## src/rtl/i2c_arb_pkg.sv

```systemverilog
// Shared types and helpers for the I2C command arbiter and its work-clock divider.
package i2c_arb_pkg;

  localparam int unsigned I2C_DATA_W = 24;
  localparam int unsigned RETRY_W    = 4;

  typedef enum logic [2:0] {
    IDLE       = 3'd0,
    LAUNCH     = 3'd1,
    WAIT_START = 3'd2,
    WAIT_END   = 3'd3,
    GAP        = 3'd4,
    FINISH     = 3'd5
  } arb_state_e;

  // Divider terminal count; clamped to 1 so a bad frequency pair cannot stall the tick.
  function automatic int unsigned calc_div(input int unsigned clk_freq,
                                           input int unsigned i2c_freq);
    int unsigned d;
    if (i2c_freq == 0) begin
      d = 1;
    end else begin
      d = clk_freq / i2c_freq;
    end
    if (d == 0) begin
      d = 1;
    end
    return d;
  endfunction

endpackage

```

## src/rtl/i2c_cmd_arbiter_clk_div.sv

```systemverilog
// Controller work-clock divider: counts 0..DIV, toggles the work clock on wrap,
// and flags the iCLK cycle whose edge raises the work clock.
module i2c_clk_div #(
  parameter int unsigned DIV = 2500
) (
  input  logic clk,
  input  logic rst,
  output logic ctrl_clk,
  output logic tick_c
);

  localparam int unsigned CNT_W = (DIV < 1) ? 1 : $clog2(DIV + 1);

  logic [CNT_W-1:0] cnt_q, cnt_d;
  logic             ctrl_clk_q, ctrl_clk_d;
  logic             wrap_c;

  assign wrap_c = (cnt_q == CNT_W'(DIV));

  // Next counter value and work-clock level.
  always_comb begin
    cnt_d      = cnt_q + CNT_W'(1);
    ctrl_clk_d = ctrl_clk_q;
    if (wrap_c) begin
      cnt_d      = '0;
      ctrl_clk_d = ~ctrl_clk_q;
    end
  end

  // Divider state registers.
  always_ff @(posedge clk or posedge rst) begin
    if (rst) begin
      cnt_q      <= '0;
      ctrl_clk_q <= 1'b0;
    end else begin
      cnt_q      <= cnt_d;
      ctrl_clk_q <= ctrl_clk_d;
    end
  end

  assign ctrl_clk = ctrl_clk_q;
  assign tick_c   = wrap_c & ~ctrl_clk_q;

endmodule

```

## src/rtl/i2c_cmd_arbiter.sv

```systemverilog
// Round-robin arbiter sharing one I2C write controller between NUM_REQ requesters,
// with NACK retry, per-attempt timeout and per-requester done/error reporting.
module i2c_cmd_arbiter
  import i2c_arb_pkg::*;
#(
  parameter int unsigned NUM_REQ       = 4,
  parameter int unsigned CLK_FREQ      = 50000000,
  parameter int unsigned I2C_FREQ      = 20000,
  parameter int unsigned MAX_RETRY     = 3,
  parameter int unsigned TIMEOUT_TICKS = 64
) (
  input  logic                    iCLK,
  input  logic                    iRST,
  input  logic [NUM_REQ-1:0]      iREQ,
  input  logic [24*NUM_REQ-1:0]   iREQ_DATA,
  output logic [NUM_REQ-1:0]      oGNT,
  output logic [NUM_REQ-1:0]      oDONE,
  output logic                    oERR,
  output logic                    oBUSY,
  output logic                    oI2C_CTRL_CLK,
  output logic                    oI2C_GO,
  output logic [23:0]             oI2C_DATA,
  input  logic                    iI2C_END,
  input  logic                    iI2C_ACK
);

  localparam int unsigned DIV   = calc_div(CLK_FREQ, I2C_FREQ);
  localparam int unsigned PTR_W = (NUM_REQ < 2) ? 1 : $clog2(NUM_REQ);
  localparam int unsigned TO_W  = $clog2(TIMEOUT_TICKS + 2);

  logic tick_c;

  arb_state_e              state_q, state_d;
  logic [NUM_REQ-1:0]      gnt_q, gnt_d;
  logic [NUM_REQ-1:0]      done_q, done_d;
  logic                    err_q, err_d;
  logic                    busy_q, busy_d;
  logic                    go_q, go_d;
  logic [I2C_DATA_W-1:0]   data_q, data_d;
  logic [PTR_W-1:0]        rr_q, rr_d;
  logic [PTR_W-1:0]        sel_q, sel_d;
  logic [RETRY_W-1:0]      retry_q, retry_d;
  logic [TO_W-1:0]         to_q, to_d;
  logic                    fail_q, fail_d;

  logic                    found_c;
  logic [PTR_W-1:0]        pick_c;
  logic [TO_W-1:0]         to_inc_c;
  logic                    to_expired_c;
  logic [PTR_W-1:0]        rr_next_c;
  logic [I2C_DATA_W-1:0]   req_data_a [NUM_REQ];

  // Work clock and FSM advance strobe.
  i2c_clk_div #(
    .DIV (DIV)
  ) u_clk_div (
    .clk      (iCLK),
    .rst      (iRST),
    .ctrl_clk (oI2C_CTRL_CLK),
    .tick_c   (tick_c)
  );

  // Per-requester view of the packed command bus.
  for (genvar gi = 0; gi < NUM_REQ; gi++) begin : g_req_data
    assign req_data_a[gi] = iREQ_DATA[24*gi +: 24];
  end

  // Round-robin pick: first pending requester at or after the pointer.
  always_comb begin
    int unsigned idx;
    found_c = 1'b0;
    pick_c  = rr_q;
    idx     = 0;
    for (int unsigned k = 0; k < NUM_REQ; k++) begin
      idx = int'(rr_q) + k;
      if (idx >= NUM_REQ) begin
        idx = idx - NUM_REQ;
      end
      if (!found_c && iREQ[PTR_W'(idx)]) begin
        found_c = 1'b1;
        pick_c  = PTR_W'(idx);
      end
    end
  end

  assign to_inc_c     = to_q + TO_W'(1);
  assign to_expired_c = (to_inc_c >= TO_W'(TIMEOUT_TICKS));
  assign rr_next_c    = (sel_q == PTR_W'(NUM_REQ - 1)) ? '0 : sel_q + PTR_W'(1);

  // Transaction sequencer: advances on work-clock ticks; done/err pulse for one iCLK.
  always_comb begin
    state_d = state_q;
    gnt_d   = gnt_q;
    done_d  = '0;
    err_d   = 1'b0;
    busy_d  = busy_q;
    go_d    = go_q;
    data_d  = data_q;
    rr_d    = rr_q;
    sel_d   = sel_q;
    retry_d = retry_q;
    to_d    = to_q;
    fail_d  = fail_q;

    // Grant and busy stay up through the done cycle, then release.
    if (done_q != '0) begin
      gnt_d  = '0;
      busy_d = 1'b0;
    end

    if (tick_c) begin
      case (state_q)
        IDLE: begin
          if (found_c) begin
            gnt_d         = '0;
            gnt_d[pick_c] = 1'b1;
            sel_d         = pick_c;
            data_d        = req_data_a[pick_c];
            busy_d        = 1'b1;
            fail_d        = 1'b0;
            retry_d       = '0;
            state_d       = LAUNCH;
          end
        end

        LAUNCH: begin
          go_d    = 1'b1;
          to_d    = '0;
          state_d = WAIT_START;
        end

        WAIT_START: begin
          to_d = to_inc_c;
          if (to_expired_c) begin
            go_d    = 1'b0;
            fail_d  = 1'b1;
            state_d = FINISH;
          end else if (!iI2C_END) begin
            state_d = WAIT_END;
          end
        end

        WAIT_END: begin
          if (iI2C_END) begin
            go_d = 1'b0;
            if (!iI2C_ACK) begin
              fail_d  = 1'b0;
              state_d = FINISH;
            end else if (retry_q < RETRY_W'(MAX_RETRY)) begin
              retry_d = retry_q + RETRY_W'(1);
              state_d = GAP;
            end else begin
              fail_d  = 1'b1;
              state_d = FINISH;
            end
          end else if (to_expired_c) begin
            to_d    = to_inc_c;
            go_d    = 1'b0;
            fail_d  = 1'b1;
            state_d = FINISH;
          end else begin
            to_d = to_inc_c;
          end
        end

        GAP: begin
          state_d = LAUNCH;
        end

        FINISH: begin
          done_d[sel_q] = 1'b1;
          err_d         = fail_q;
          rr_d          = rr_next_c;
          retry_d       = '0;
          state_d       = IDLE;
        end

        default: begin
          state_d = IDLE;
        end
      endcase
    end
  end

  // Sequencer registers; reset drops GO and grant immediately.
  always_ff @(posedge iCLK or posedge iRST) begin
    if (iRST) begin
      state_q <= IDLE;
      gnt_q   <= '0;
      done_q  <= '0;
      err_q   <= 1'b0;
      busy_q  <= 1'b0;
      go_q    <= 1'b0;
      data_q  <= '0;
      rr_q    <= '0;
      sel_q   <= '0;
      retry_q <= '0;
      to_q    <= '0;
      fail_q  <= 1'b0;
    end else begin
      state_q <= state_d;
      gnt_q   <= gnt_d;
      done_q  <= done_d;
      err_q   <= err_d;
      busy_q  <= busy_d;
      go_q    <= go_d;
      data_q  <= data_d;
      rr_q    <= rr_d;
      sel_q   <= sel_d;
      retry_q <= retry_d;
      to_q    <= to_d;
      fail_q  <= fail_d;
    end
  end

  assign oGNT      = gnt_q;
  assign oDONE     = done_q;
  assign oERR      = err_q;
  assign oBUSY     = busy_q;
  assign oI2C_GO   = go_q;
  assign oI2C_DATA = data_q;

endmodule
```

## config.mk

```make
export PLATFORM = sky130hd
export DESIGN_NAME = i2c_cmd_arbiter
export DESIGN_NICKNAME = d
export VERILOG_FILES = /design/src/rtl/i2c_arb_pkg.sv /design/src/rtl/i2c_cmd_arbiter_clk_div.sv /design/src/rtl/i2c_cmd_arbiter.sv
export SDC_FILE = /design/constraint.sdc
export NUM_CORES = 1
export LEC_CHECK = 0
export CAP_MARGIN = 20
export CORE_UTILIZATION = 48
export CTS_CLUSTER_DIAMETER = 60
export DETAILED_ROUTE_END_ITERATION = 10
export GPL_ROUTABILITY_DRIVEN = 0
export PLACE_DENSITY = 0.86
export SLEW_MARGIN = 40
export SYNTH_ARGS = -nofsm -noshare
export SYNTH_HDL_FRONTEND = slang
export SYNTH_SLANG_ARGS = --single-unit
```

## constraint.sdc

```tcl
create_clock -name iCLK -period 4.45 [get_ports iCLK]
set_clock_uncertainty 0.1 [all_clocks]
set_input_delay 0.445 -clock iCLK [delete_from_list [all_inputs] [get_ports iCLK]]
set_output_delay 0.445 -clock iCLK [all_outputs]
set_load 0.02 [all_outputs]
```

# After elaboration in Yosys (flattened, before gate mapping)
# Cells that the tools add are included.
dict set report classes {
  mux 65
  magnitude_cmp 15
  reduce_logical 20
  n_bitwise 3
  eq_ne 15
  add_sub_neg 11
}
# operator n
set ops {}
lappend ops {{binary-select mux 24 bit (select 2 bit)} 1}
lappend ops {{two-way mux 24 bit} 2}
lappend ops {{two-way mux 4 bit} 10}
lappend ops {{two-way mux 1 bit} 25}
lappend ops {{case mux 7 bit (3 select lines)} 1}
lappend ops {{< comparator 2 x 3 -> 1 bit, second input constant} 6}
lappend ops {{two-way mux 2 bit} 9}
lappend ops {{two-way mux 3 bit} 5}
lappend ops {{case mux 3 bit (5 select lines)} 1}
lappend ops {{adder 12 x 1 -> 12 bit, second input constant} 1}
lappend ops {{== test 12 bit, second input constant} 1}
lappend ops {{>= comparator 3 bit, second input constant} 4}
lappend ops {{two-way mux 12 bit} 1}
lappend ops {{case mux 4 bit (3 select lines)} 1}
lappend ops {{!= test 2 bit, second input constant} 5}
lappend ops {{nonzero test 3 bit} 3}
lappend ops {{binary-select mux 1 bit (select 2 bit)} 4}
lappend ops {{AND reduction 4 bit} 2}
lappend ops {{subtractor 2 x 1 -> 2 bit, second input constant} 4}
lappend ops {{adder 7 x 1 -> 7 bit, second input constant} 1}
lappend ops {{>= comparator 7 bit, second input constant} 1}
lappend ops {{two-way mux 7 bit} 1}
lappend ops {{adder 2 x 2 -> 3 bit, second input constant} 2}
lappend ops {{== test 3 x 2 -> 1 bit, second input constant} 2}
lappend ops {{other kinds (23)} 36}
dict set report word_totals {
  input_bits 104
  ff_bits 67
  wordCells 143
  out_inout_bits 36
}

# Depth between registers and ports, before layout
dict set report depth {
  depth_word 21
  depth_mapped 9
  depth_no_buf 7
}

# Modules after synthesis
# From an unflattened synthesis, not the netlist that was laid out.
dict set report unflattened {
  cells_unflattened 439
  area_unflattened_um2 4040.1
}
# module seq_area_each_um2 cells_per_inst area_per_inst_um2 n_inst
set modules_own_cells {}
lappend modules_own_cells {i2c_cmd_arbiter 1351.3 379 3390.8 1}
lappend modules_own_cells {i2c_clk_div 325.3 60 649.4 1}

# Worst setup path before layout
# Ideal clock, no wire load.
dict set report synth_path {
  kind {register to register}
  start {reg u_clk_div.cnt_q[4]}
  end {reg retry_q[2]}
  setup_slack_ns 2.089
  setup_ns 0.119
  synth_period_minus_slack_ns 2.361
  path_stages_with_launch 6
  n_path_buf 0
  arrival_time_ns 2.142
  path_cell_list {dfrtp_1 -> or4_4 -> or4_4 -> or2_4 -> or3_1 -> and2_1}
}
dict set report synth_between {
  elab_chain_len 3
}
# element line
set synth_lines {}
lappend synth_lines {{start, declared} i2c_cmd_arbiter_clk_div.sv:14} ;# logic [CNT_W-1:0] cnt_q, cnt_d;
lappend synth_lines {{start signal, assigned} i2c_cmd_arbiter_clk_div.sv:36} ;# cnt_q <= cnt_d;
lappend synth_lines {{== test 12 bit} i2c_cmd_arbiter_clk_div.sv:18} ;# assign wrap_c = (cnt_q == CNT_W'(DIV));
lappend synth_lines {{AND 1 bit} i2c_cmd_arbiter_clk_div.sv:42} ;# assign tick_c = wrap_c & ~ctrl_clk_q;
lappend synth_lines {{AND reduction 6 bit (no source line)} --}
lappend synth_lines {{end signal, assigned} i2c_cmd_arbiter.sv:210} ;# retry_q <= retry_d;
lappend synth_lines {{end, declared} i2c_cmd_arbiter.sv:42} ;# logic [RETRY_W-1:0] retry_q, retry_d;
# Every way passes these cells.
# A chain may end at the register's enable or synchronous reset.

# Worst setup path after layout
dict set report layout_path {
  start {reg u_clk_div.cnt_q[4]}
  end {reg data_q[10] (netlist: oI2C_DATA[10])}
}
dict set report layout_between {
  elab_chain_len 3
}
# element line
set layout_lines {}
lappend layout_lines {{== test 12 bit} i2c_cmd_arbiter_clk_div.sv:18}
lappend layout_lines {{AND 1 bit} i2c_cmd_arbiter_clk_div.sv:42}
lappend layout_lines {{AND reduction 3 bit (no source line)} --}
lappend layout_lines {{end signal, assigned} i2c_cmd_arbiter.sv:207} ;# data_q <= data_d;
lappend layout_lines {{end, declared} i2c_cmd_arbiter.sv:39} ;# logic [I2C_DATA_W-1:0] data_q, data_d;
# Every way passes these cells.

==> results by stage <==
Clocking:
- Clock tree synthesis inserted a total of 9 buffers.
- The number of clock sinks is 67.
- The clock tree from TritonCTS is done.
- The largest buffer count on any clock path is 2.
- The post-CTS setup repair buffer count is 0.
- The number of H-tree levels is 3.
- The cell at the root of the clock tree is sky130_fd_sc_hd__clkbuf_8.
- The later-pin clock latency in the skew report is 0.34 ns.
- The clock transition at the registers of the reported paths is approximately 0.070 ns.
- After clock tree synthesis, the flow added hold-fix buffers numbering 0.
- The number of gates resized after CTS is 0.

Floorplan:
- For this configuration, the core starts out at a cell density of 50.2%.
- The initialized floorplan defines 31 standard-cell rows.
- The core outline area is roughly 7300 um^2.
- In this run the vertical extent of the chip is 89.6 um.
- 140 I/O pins were placed.
- The die span in x is between 80 and 90 um.
- The die covers around 8000 um^2.

Critical path:
- The setup slack of the worst register-to-register path is between 1 and 1.5 ns.
- The signal on the critical path passes through or4_4, nor4_4, nand3_4, nand2b_2, o221ai_1.
- STA classifies the critical path endpoint as a flop.
- The data required time of the worst path is roughly 4.6 ns.
- The largest single stage delay on the critical path is approximately 0.58 ns.
- Data on the critical path arrives at its endpoint at just over 3 ns.
- The peak fanout along the critical path is 37.
- The worst register-to-register path begins at u_clk_div.cnt_q[4].
- Measured in cells, the most critical reg-to-reg path has a length of 5.
- On the critical path, the stage with the largest delay is an instance of sky130_fd_sc_hd__or4_4.
- The capture instance of the worst register-to-register path is oI2C_DATA[10].
- The element type at the critical path start is a flop.
- The class of the most critical setup path is flop to flop.

GRT:
- The largest net degree at the start of global routing is 49.
- The number of global-route vias before repair is 3,071.
- The first-pass GRT wire length is about 14,000 um.
- After global routing the overflow that remains totals 0.
- The number of antenna violations at the first check in global routing is 0.
- Global routing used about 24% of the available tracks.

Synthesis:
- The most used flip-flop cell after synthesis is sky130_fd_sc_hd__dfrtp_1.
- The unique cell type count in the Yosys netlist is 47.
- The Yosys step of the flow raised 0 warnings.
- Sequential cells were found to cover 45.5% of the synthesized design area.
- The cell area that synthesis handed to floorplanning was ~3700 um^2.
- The number of synthesized flops with an enable pin is 0.
- The post-synthesis instance total is 358.
- In this run, synthesis produced a sequential element count of between 60 and 70.
- Dividing the synthesized area by the synthesized cell count gives slightly above 10 um^2.
- The total nets after synthesis is 470.
- Of all flip-flops after synthesis, the portion carrying an async set or reset was 100%.

STA:
- In the finished design, the share of the clock period the worst path needs comes to roughly two thirds.
- Setup repair after global routing left no endpoint under its margin.
- After layout, the minimum clock period comes to ~3.0 ns.
- The final count of hold timing violations is 0.
- The final count of pins violating max slew is 0.
- The final-report setup violation count is 0.
- Setup total negative slack on the finished layout was measured at 0 ns.
- Final hold analysis gives a worst-case slack of approximately 0.36 ns.
- The headroom to the max-slew limit is roughly half.
- The achievable frequency is 338 MHz.
- At the pin with the least slew margin, the transition time is about 0.77 ns.

Power:
- Of the total power, combinational logic draws about an eighth.
- The clock network fraction of total power is between 30% and 40%.
- The peak supply drop is 0.160 mV.
- The proportion of total power due to net switching is between 20% and 30%.
- The overall power of the completed layout is 1270 uW.
- The static leakage is around 0.0023 uW.
- The power density over cell area is roughly 240 nW/um^2.
- The part of the total power dissipated in sequential elements is approximately 48%.
- Internal power comes to between 1000 and 1500 uW.
- The analysis attributes to net switching a power of 275 uW.

Final layout:
- Of the cells placed in the final design, the portion with a size suffix greater than 1 is 7.68%.
- The number of antenna repair diodes is 0.
- The final core utilization is between 70% and 80%.
- The final-stage net count is approximately 600.
- The synthesis-to-layout area growth is 45.0%.
- The number of fill cells in the layout is 519.
- The design area is 5340 um^2.

Route:
- The wire length reported by the detailed router is 9780 um.
- The first detailed-routing pass ran for 4 iterations.
- After detailed routing, the number of vias per cell comes to approximately 5.5.
- The post-detailed-route count of antenna-violating nets is 0.
- For this run, design rule violations remaining after detail routing come to 0.
- After the first detailed-routing iteration, the DRC count stood at about 120.
- Summing over every cut layer, the via total after detailed routing is about 3.3k.
- The final routed wire length divided by cell count is roughly 16 um.

Min path:
- The path category of the worst min-delay check is input port to asynchronous set/reset pin.

Run status:
- The flow ran to the end, and the final reports show no timing, DRC or antenna violations.

Placed design:
- The standard cell area after detailed placement is 5130 um^2.
- The number of input and output port buffers inserted is between 100 and 150.
- After legalization and detailed placement, the total HPWL measured between 7000 and 8000 um.

Run:
- The tool flagged a number of max-cap violations equal to 0.
==> Yosys cell counts, drive strengths merged, types with 6 or more instances <==
master,number,area (um^2)
mux2i,49,490
xor2,10,87.6
buf,6,42.5
nand3,15,87.6
nand2,46,173
inv,8,30.0
nor2,20,75.1
o21ai,15,75.1
o221ai,25,219
ha,8,100
and3,12,76.3
dfrtp,67,1680
clkbuf,13,52.6
==> placed cells by master, fill, tap and decap left out, drive strengths merged, types with 5 or more instances in the layout <==
cell / count
xor2: 10
ha: 8
mux2i: 49
clkdlybuf4s50: 139
dfrtp: 67
nor2b: 5
nor4: 5
o221ai: 25
inv: 8
o21ai: 15
nor2: 20
clkbuf: 13
a21oi: 5
nand2: 46
nand3: 15
and3: 12
xnor2: 5
mux2: 5
==> metrics by stage <==
stage | cells | setup slack (ns)
6_report | 594 | 1.49
5_1_grt | 594 | 1.29
4_1_cts | 594 | 1.29
3_5_place_dp | 579 | 1.31
3_3_place_gp | 579 | 1.31
2_1_floorplan | 358 | 2.09
==> critical path: cells and delay by family, from the launching register on <==
family             cells  cell delay (ns)
and+or+nand+nor        4             1.98
AOI/OAI and AO/OA      1             0.35
DFF                    1             0.41
==> sequential cells by signal (all words and copies together) (netlist names), 2 cells and up <==
| name | flops |
|---|---|
| oDONE | 4 |
| oGNT | 4 |
| retry_q | 4 |
| rr_q | 2 |
| to_q | 7 |
| state_q | 3 |
| sel_q | 2 |
| u_clk_div.cnt_q | 12 |
| oI2C_DATA | 24 |
==> final cells by class <==
class                           instances  area, um^2  area share, %
Multi-Input combinational cell        264        1910           35.7
Sequential cell                        67        1680           31.4
Timing Repair Buffer                  141        1410           26.3
Clock buffer                           13         159           2.98
Tap cell                               99         124           2.32
Clock inverter                          2        35.0          0.656
Inverter                                8        30.0          0.562
==> power by group through the flow <==
stage                     combinational, uW  sequential, uW  clock [uW]
final                                   163             609         503
after global routing                    174             608         531
after CTS                               164             609         505
after detailed placement                163             620           0
after global placement                  161             620           0
after floorplan                        55.3             620           0
==> how the worst max path moves through the flow <==
stage	end	startpoint	cells after the start	slack [ns]
after floorplan	retry_q[2]	u_clk_div.cnt_q[4]	5	2.09
after global placement	oI2C_DATA[1]	iREQ[0]	5	1.31
after detailed placement	oI2C_DATA[21]	iREQ[1]	5	1.31
after CTS	oI2C_DATA[10]	u_clk_div.cnt_q[4]	5	1.29
after global routing	oI2C_DATA[10]	u_clk_div.cnt_q[4]	5	1.29
final	oI2C_DATA[10]	u_clk_div.cnt_q[4]	5	1.49
==> metal layers <==
metal	vias to the layer above	part of all wire, %	global-route usage (%)
met5	-	0	0
met4	0	2.4	9.09
met3	19	5.7	6.40
met2	123	52	40.5
met1	1583	40	30.3
li1	1569	-	-
==> kinds of logic after synthesis <==
logic type | after synthesis | synth area share [%]
DFF | 67 | 45.5
AOI/OAI and AO/OA | 57 | 11.4
xor gates and xnor gates | 15 | 3.57
and+or+nand+nor | 130 | 18.6
buffers and inverters | 27 | 3.40
muxes | 54 | 14.9
adders and majority gates | 8 | 2.72
Power figures use the tool's default switching activity.
